===== src/rtl/genius_pkg.sv =====
// Shared definitions for the Genius game controller and its datapath.
//   state_e        : 3-bit controller state encoding
//   min_width(n)   : bits needed to index n items, never less than 1
package genius_pkg;

  typedef enum logic [2:0] {
    StInit      = 3'd0,
    StSetup     = 3'd1,
    StPlayFpga  = 3'd2,
    StPlayUser  = 3'd3,
    StCheck     = 3'd4,
    StNextRound = 3'd5,
    StRetry     = 3'd6,
    StResult    = 3'd7
  } state_e;

  function automatic int unsigned min_width(input int unsigned n);
    return (n <= 1) ? 1 : $clog2(n);
  endfunction

endpackage


===== src/rtl/genius_timer.sv =====
// User-response timeout counter.
//   clock_50 : clock (rising edge)
//   reset    : synchronous, active-low
//   run      : counting enabled; the count is held at zero while low
//   restart  : clears the count (user key activity)
//   expire   : high in the cycle the count reaches TIMEOUT_CYCLES-1 with no restart
module genius_timer #(
  parameter int unsigned TIMEOUT_CYCLES = 250_000_000
) (
  input  logic clock_50,
  input  logic reset,
  input  logic run,
  input  logic restart,
  output logic expire
);

  localparam int unsigned CntW = $clog2(TIMEOUT_CYCLES);
  localparam logic [CntW-1:0] LastCnt = CntW'(TIMEOUT_CYCLES - 1);

  logic [CntW-1:0] count_q, count_d;

  assign expire = run && !restart && (count_q == LastCnt);

  always_comb begin
    count_d = count_q;
    if (!run || restart) begin
      count_d = '0;
    end else if (count_q != LastCnt) begin
      // Saturate so the counter can never wrap back into a fresh window
      count_d = count_q + CntW'(1);
    end
  end

  always_ff @(posedge clock_50) begin
    if (!reset) begin
      count_q <= '0;
    end else begin
      count_q <= count_d;
    end
  end

endmodule


===== src/rtl/genius_controle.sv =====
// Genius game controller: sequences setup, FPGA playback, user entry, check,
// round advance and result; owns round, player, lives and timeout state.
//   clock_50, reset                 : clock and synchronous active-low reset
//   enter, end_fpga, end_user, key  : game control inputs from buttons/datapath
//   match, practice                 : compare result, practice mode select
//   r1, r2, e1..e4, sel             : Moore strobes to the datapaths
//   round, player, lives            : game progress
//   time_up                         : one-cycle timeout pulse
//   won                             : outcome, valid in RESULT
module genius_controle
  import genius_pkg::*;
#(
  parameter int unsigned MAX_ROUNDS     = 32,
  parameter int unsigned N_PLAYERS      = 1,
  parameter int unsigned MAX_LIVES      = 3,
  parameter int unsigned TIMEOUT_CYCLES = 250_000_000,
  localparam int unsigned ROUND_W  = $clog2(MAX_ROUNDS + 1),
  localparam int unsigned PLAYER_W = min_width(N_PLAYERS),
  localparam int unsigned LIFE_W   = $clog2(MAX_LIVES + 1)
) (
  input  logic                clock_50,
  input  logic                reset,
  input  logic                enter,
  input  logic                end_fpga,
  input  logic                end_user,
  input  logic                key,
  input  logic                match,
  input  logic                practice,
  output logic                r1,
  output logic                r2,
  output logic                e1,
  output logic                e2,
  output logic                e3,
  output logic                e4,
  output logic                sel,
  output logic [ROUND_W-1:0]  round,
  output logic [PLAYER_W-1:0] player,
  output logic [LIFE_W-1:0]   lives,
  output logic                time_up,
  output logic                won
);

  state_e              state_q, state_d;
  logic [ROUND_W-1:0]  round_q, round_d;
  logic [PLAYER_W-1:0] player_q, player_d;
  logic [LIFE_W-1:0]   lives_q, lives_d;
  logic                won_q, won_d;
  logic                mode_q, mode_d;
  logic                timer_run, expire, fail;

  assign timer_run = (state_q == StPlayUser);

  genius_timer #(
    .TIMEOUT_CYCLES(TIMEOUT_CYCLES)
  ) u_timer (
    .clock_50(clock_50),
    .reset   (reset),
    .run     (timer_run),
    .restart (key),
    .expire  (expire)
  );

  // A completed entry outranks an expiry landing in the same cycle
  assign time_up = timer_run && expire && !end_user;

  always_comb begin
    state_d  = state_q;
    round_d  = round_q;
    player_d = player_q;
    lives_d  = lives_q;
    won_d    = won_q;
    mode_d   = mode_q;
    fail     = 1'b0;

    case (state_q)
      StInit: state_d = StSetup;
      StSetup: begin
        mode_d = practice;
        if (enter) begin
          state_d  = StPlayFpga;
          round_d  = ROUND_W'(1);
          player_d = '0;
          lives_d  = LIFE_W'(MAX_LIVES);
        end
      end
      StPlayFpga: if (end_fpga) state_d = StPlayUser;
      StPlayUser: begin
        if (end_user) begin
          state_d = StCheck;
        end else if (expire) begin
          fail = 1'b1;
        end
      end
      StCheck: begin
        if (match) begin
          state_d = StNextRound;
        end else begin
          fail = 1'b1;
        end
      end
      StNextRound: begin
        if (round_q == ROUND_W'(MAX_ROUNDS)) begin
          won_d   = 1'b1;
          state_d = StResult;
        end else begin
          round_d  = round_q + ROUND_W'(1);
          player_d = (player_q == PLAYER_W'(N_PLAYERS - 1)) ? '0 : player_q + PLAYER_W'(1);
          state_d  = StPlayFpga;
        end
      end
      StRetry:  state_d = StPlayFpga;
      StResult: if (enter) state_d = StInit;
      default:  state_d = StInit;
    endcase

    // Shared fail path for mismatch and timeout; lives only hit 0 on the way out
    if (fail) begin
      if (mode_q) begin
        state_d = StRetry;
      end else if (lives_q > LIFE_W'(1)) begin
        lives_d = lives_q - LIFE_W'(1);
        state_d = StRetry;
      end else begin
        lives_d = '0;
        won_d   = 1'b0;
        state_d = StResult;
      end
    end
  end

  always_ff @(posedge clock_50) begin
    if (!reset) begin
      state_q  <= StInit;
      round_q  <= '0;
      player_q <= '0;
      lives_q  <= LIFE_W'(MAX_LIVES);
      won_q    <= 1'b0;
      mode_q   <= 1'b0;
    end else begin
      state_q  <= state_d;
      round_q  <= round_d;
      player_q <= player_d;
      lives_q  <= lives_d;
      won_q    <= won_d;
      mode_q   <= mode_d;
    end
  end

  always_comb begin
    {r1, r2, e1, e2, e3, e4, sel} = 7'b0;
    case (state_q)
      StInit:      {r1, r2} = 2'b11;
      StSetup:     e1 = 1'b1;
      StPlayFpga:  e3 = 1'b1;
      StPlayUser:  e2 = 1'b1;
      StCheck:     e4 = 1'b1;
      StNextRound: r2 = 1'b1;
      StRetry:     r2 = 1'b1;
      StResult:    sel = 1'b1;
      default:     {r1, r2} = 2'b11;
    endcase
  end

  assign round  = round_q;
  assign player = player_q;
  assign lives  = lives_q;
  assign won    = won_q;

endmodule


===== config.mk =====
export PLATFORM = sky130hd
export DESIGN_NAME = genius_controle
export DESIGN_NICKNAME = d
export VERILOG_FILES = /design/src/rtl/genius_pkg.sv /design/src/rtl/genius_timer.sv /design/src/rtl/genius_controle.sv
export SDC_FILE = /design/constraint.sdc
export NUM_CORES = 1
export LEC_CHECK = 0
export CAP_MARGIN = 20
export CORE_MARGIN = 4
export CORE_UTILIZATION = 28
export DETAILED_ROUTE_END_ITERATION = 8
export PLACE_DENSITY = 0.55
export SKIP_CTS_REPAIR_TIMING = 1
export SYNTH_ARGS = -nofsm -noshare
export SYNTH_HDL_FRONTEND = slang
export SYNTH_SLANG_ARGS = --single-unit

===== constraint.sdc =====
create_clock -name clock_50 -period 4.7 [get_ports clock_50]
set_clock_uncertainty 0.2 [all_clocks]
set_input_delay 0.47 -clock clock_50 [delete_from_list [all_inputs] [get_ports clock_50]]
set_output_delay 0.47 -clock clock_50 [all_outputs]
set_load 0.01 [all_outputs]

==> results.json <==
{
  "status": "completed",
  "clk_pin_slew_ns": 0.08,
  "critical_path.slowest_cell": "clkdlybuf4s50_1",
  "antenna_left": 0,
  "antenna_cells": 0,
  "cp_max_fo": 6,
  "dr_wl_met2_mm": 2.29,
  "routedWlPerCell_um": 13.0,
  "io_pins": 26,
  "grt_pass1_vias": 1711,
  "rows": 31,
  "wirelength_mm": 5.03,
  "synth_cell_types": 40,
  "synth_top_family_by_area": "simple AND/OR/NAND/NOR gates",
  "clk_path_buf_depth": 2,
  "dp_hpwl_mm": 3.69,
  "layout-drive-gt1-share_pct": 5.88,
  "grt.overflow.total": 0,
  "pwr-share-seq_pct": 46.4,
  "muxShareOfSynthArea_pct": 0.918,
  "drv_cap": 0,
  "rsz0062_at_grt": "no",
  "synth_seq_cells": 41,
  "initial_core_util_pct": 29.4,
  "hp-class": "flop to flop",
  "crit_arrival_ns": 2.37,
  "ir_worst_vdd_mv": 0.136,
  "synthAdderAreaFrac_pct": 4.02,
  "die_w_um": 96.3,
  "nFillCells": 756,
  "syn2layout_area_growth_pct": 19.2,
  "placed_cells": 379,
  "netSwitchingFraction_pct": 30.5,
  "grt_max_degree": 28,
  "met1Wirelength_mm": 2.55,
  "die_h_um": 96.3,
  "syn_area_per_cell_um2": 8.23,
  "final_cells": 388,
  "synth_compound_area_share_pct": 12.0,
  "hold_viol": 0,
  "cts_tree": "built",
  "vias_per_cell": 4.93,
  "cts_inserted_buffers": 5,
  "crit_type": "flop to primary output",
  "fin_crit_sh_pct": 64.6,
  "worstSetupStartpointType": "flop",
  "p_int_mw": 0.567,
  "cp_top_family": "simple AND/OR/NAND/NOR gates",
  "dr.pass1.iters": 4,
  "topRoutingLayerUsed": "met4",
  "seq_area_frac_synth_pct": 37.6,
  "wl_met3_um": 115,
  "leakagePower_nw": 0.880,
  "slew_headroom_pct": 39.0,
  "power_switching_mw": 0.249,
  "grt_pass1_wl_mm": 8.39,
  "htree_levels": 2,
  "die-area_um2": 9270,
  "finalSetupTns_ns": 0,
  "clk_latency_ns": 0.29,
  "synthXorXnorAreaFrac_pct": 8.03,
  "crit_chain": "nor4bb_1 -> nand4_1 -> nor4_2 -> clkdlybuf4s50_1",
  "clock_power_share_pct": 27.9,
  "yosys.area_share.simple_pct": 33.6,
  "cp.buffers_inverters": 1,
  "core-area_um2": 7410,
  "root_buffer": "clkbuf_8",
  "setup.worst_path.end_class": "primary output",
  "fin_nets": 303,
  "synthesis.area_um2": 2180,
  "worst_pin_slew_ns": 0.916,
  "max_freq_mhz": 329,
  "syn-num-nets": 280,
  "required_ns": 4.03,
  "grt.total_usage_pct": 11.5,
  "power_density_nw_per_um2": 314,
  "vias": 1913,
  "cts.sinks": 41,
  "finalSetupViolCount": 0,
  "combPwrFrac_pct": 25.7,
  "drt_first_iter_violations": 129,
  "drc": 0,
  "antenna_found_initial": 0,
  "maxSlewViolCount": 0,
  "syn_inst": 265,
  "holdWs_ns": 0.297,
  "fin_crit_ns": 3.04,
  "ys_warn_count": 0,
  "io_buffer_count": 24,
  "place_congestion": 0.763,
  "critical-path-max-stage-delay_ns": 0.61
}
flip-flops by register name (all words and copies together), names as in the netlist:
signal	count
state_q	3
lives	2
u_timer.count_q	28
round	6
won	1
mode_q	1
worst register-to-register path, cell delays in order (launching register included):
cell and delay (ns):
dfxtp_1 0.36, ha_1 0.25, nand2b_1 0.13, or3_1 0.71, or4_1 0.64, nand2_1 0.07
path summary, 6_finish.rpt:
kind         cells after the start                 end  slack [ns]                start
min reg2reg                      2              mode_q        0.30               mode_q
max reg2reg                      5  u_timer.count_q[5]        2.29           state_q[0]
max                              4             time_up        1.66  u_timer.count_q[12]
min                              2              mode_q        0.30               mode_q
layout by cell type (no fill, tap or decap), types with 5 or more instances in the layout:
master           instances
dfxtp_1                 41
nor2_1                  29
clkdlybuf4s50_1         24
nand2_1                 23
a21oi_1                 15
xor2_1                  14
o21ai_0                 13
nand3_1                 12
inv_1                   11
nand4_1                 11
or3_1                    9
nor3_1                   7
ha_1                     7
or4_1                    6
xnor2_1                  6
nand2b_1                 5
and4_1                   5
o21a_1                   5
clkbuf_8                 5
routing by layer:
layer  track usage (%)  up-vias
li1                  -      996
met3              2.27        5
met4              3.91        0
met5                 0        -
met2              17.2       17
met1              16.2      895
cells in the mapped netlist:
library cell / instances / share of area (%)
nor3_2: 1 / 0.46
clkbuf_1: 7 / 1.2
inv_1: 11 / 1.9
a41oi_1: 1 / 0.40
o21ai_1: 1 / 0.23
o31ai_1: 1 / 0.34
or2_2: 3 / 0.86
o21ai_0: 13 / 3.0
nor3_1: 7 / 1.6
or4_1: 6 / 2.1
o2111ai_1: 1 / 0.40
nor4_2: 3 / 1.7
nand2b_1: 5 / 1.4
or3_1: 9 / 2.6
a21oi_1: 15 / 3.4
buf_4: 1 / 0.34
nor2_1: 29 / 5.0
dfxtp_1: 41 / 38
a22oi_1: 1 / 0.34
nor4_1: 2 / 0.57
mux2i_1: 2 / 0.92
conb_1: 1 / 0.17
o311ai_0: 1 / 0.40
xnor2_1: 6 / 2.4
buf_2: 1 / 0.23
ha_1: 7 / 4.0
nor2b_1: 3 / 0.86
nand3_1: 12 / 2.8
nand2_1: 23 / 4.0
and2_1: 3 / 0.86
a211oi_1: 2 / 0.69
o211ai_1: 3 / 1.0
nor4bb_1: 3 / 1.4
and3_1: 3 / 0.86
and4b_1: 1 / 0.46
and4_1: 5 / 2.0
nand4_1: 11 / 3.2
nand4_4: 1 / 0.98
o21a_1: 5 / 1.7
xor2_1: 14 / 5.6
cells by family after synthesis:
family | Yosys count
compound gates | 44
xor+xnor | 20
fa+ha+maj | 7
buf+inv | 20
simple gates | 130
flops | 41
other cells | 1
mux | 2
per-stage QoR:
step / utilization, % / total power, mW / worst slack [ns] / instance area, um2
after floorplan: - / 0.509 / 2.59 / 2180
after global placement: 33.8 / 0.600 / 1.73 / 2510
after detailed placement: 33.8 / 0.598 / 1.71 / 2510
after CTS: 35.0 / 0.827 / 1.66 / 2590
after global routing: 35.1 / 0.869 / 1.46 / 2600
final: 35.1 / 0.815 / 1.66 / 2600
power by group through the flow:
stage               clock network, mW  registers [mW]  logic [mW]
floorplan                           0           0.381       0.128
global placement                    0           0.387       0.213
detailed placement                  0           0.387       0.211
CTS                             0.236           0.379       0.212
global route                    0.252           0.381       0.236
finish                          0.228           0.378       0.209
cell type report:
class	count	area [um2]	share of cell area [%]
tap	99	124	4.76
clock buffer	5	68.8	2.65
inverter	11	41.3	1.59
clock inverter	3	17.5	0.674
timing repair buffer	25	248	9.53
multi-input combinational	204	1280	49.2
sequential	41	821	31.6
Note: power is estimated with default switching activity, not from simulation.
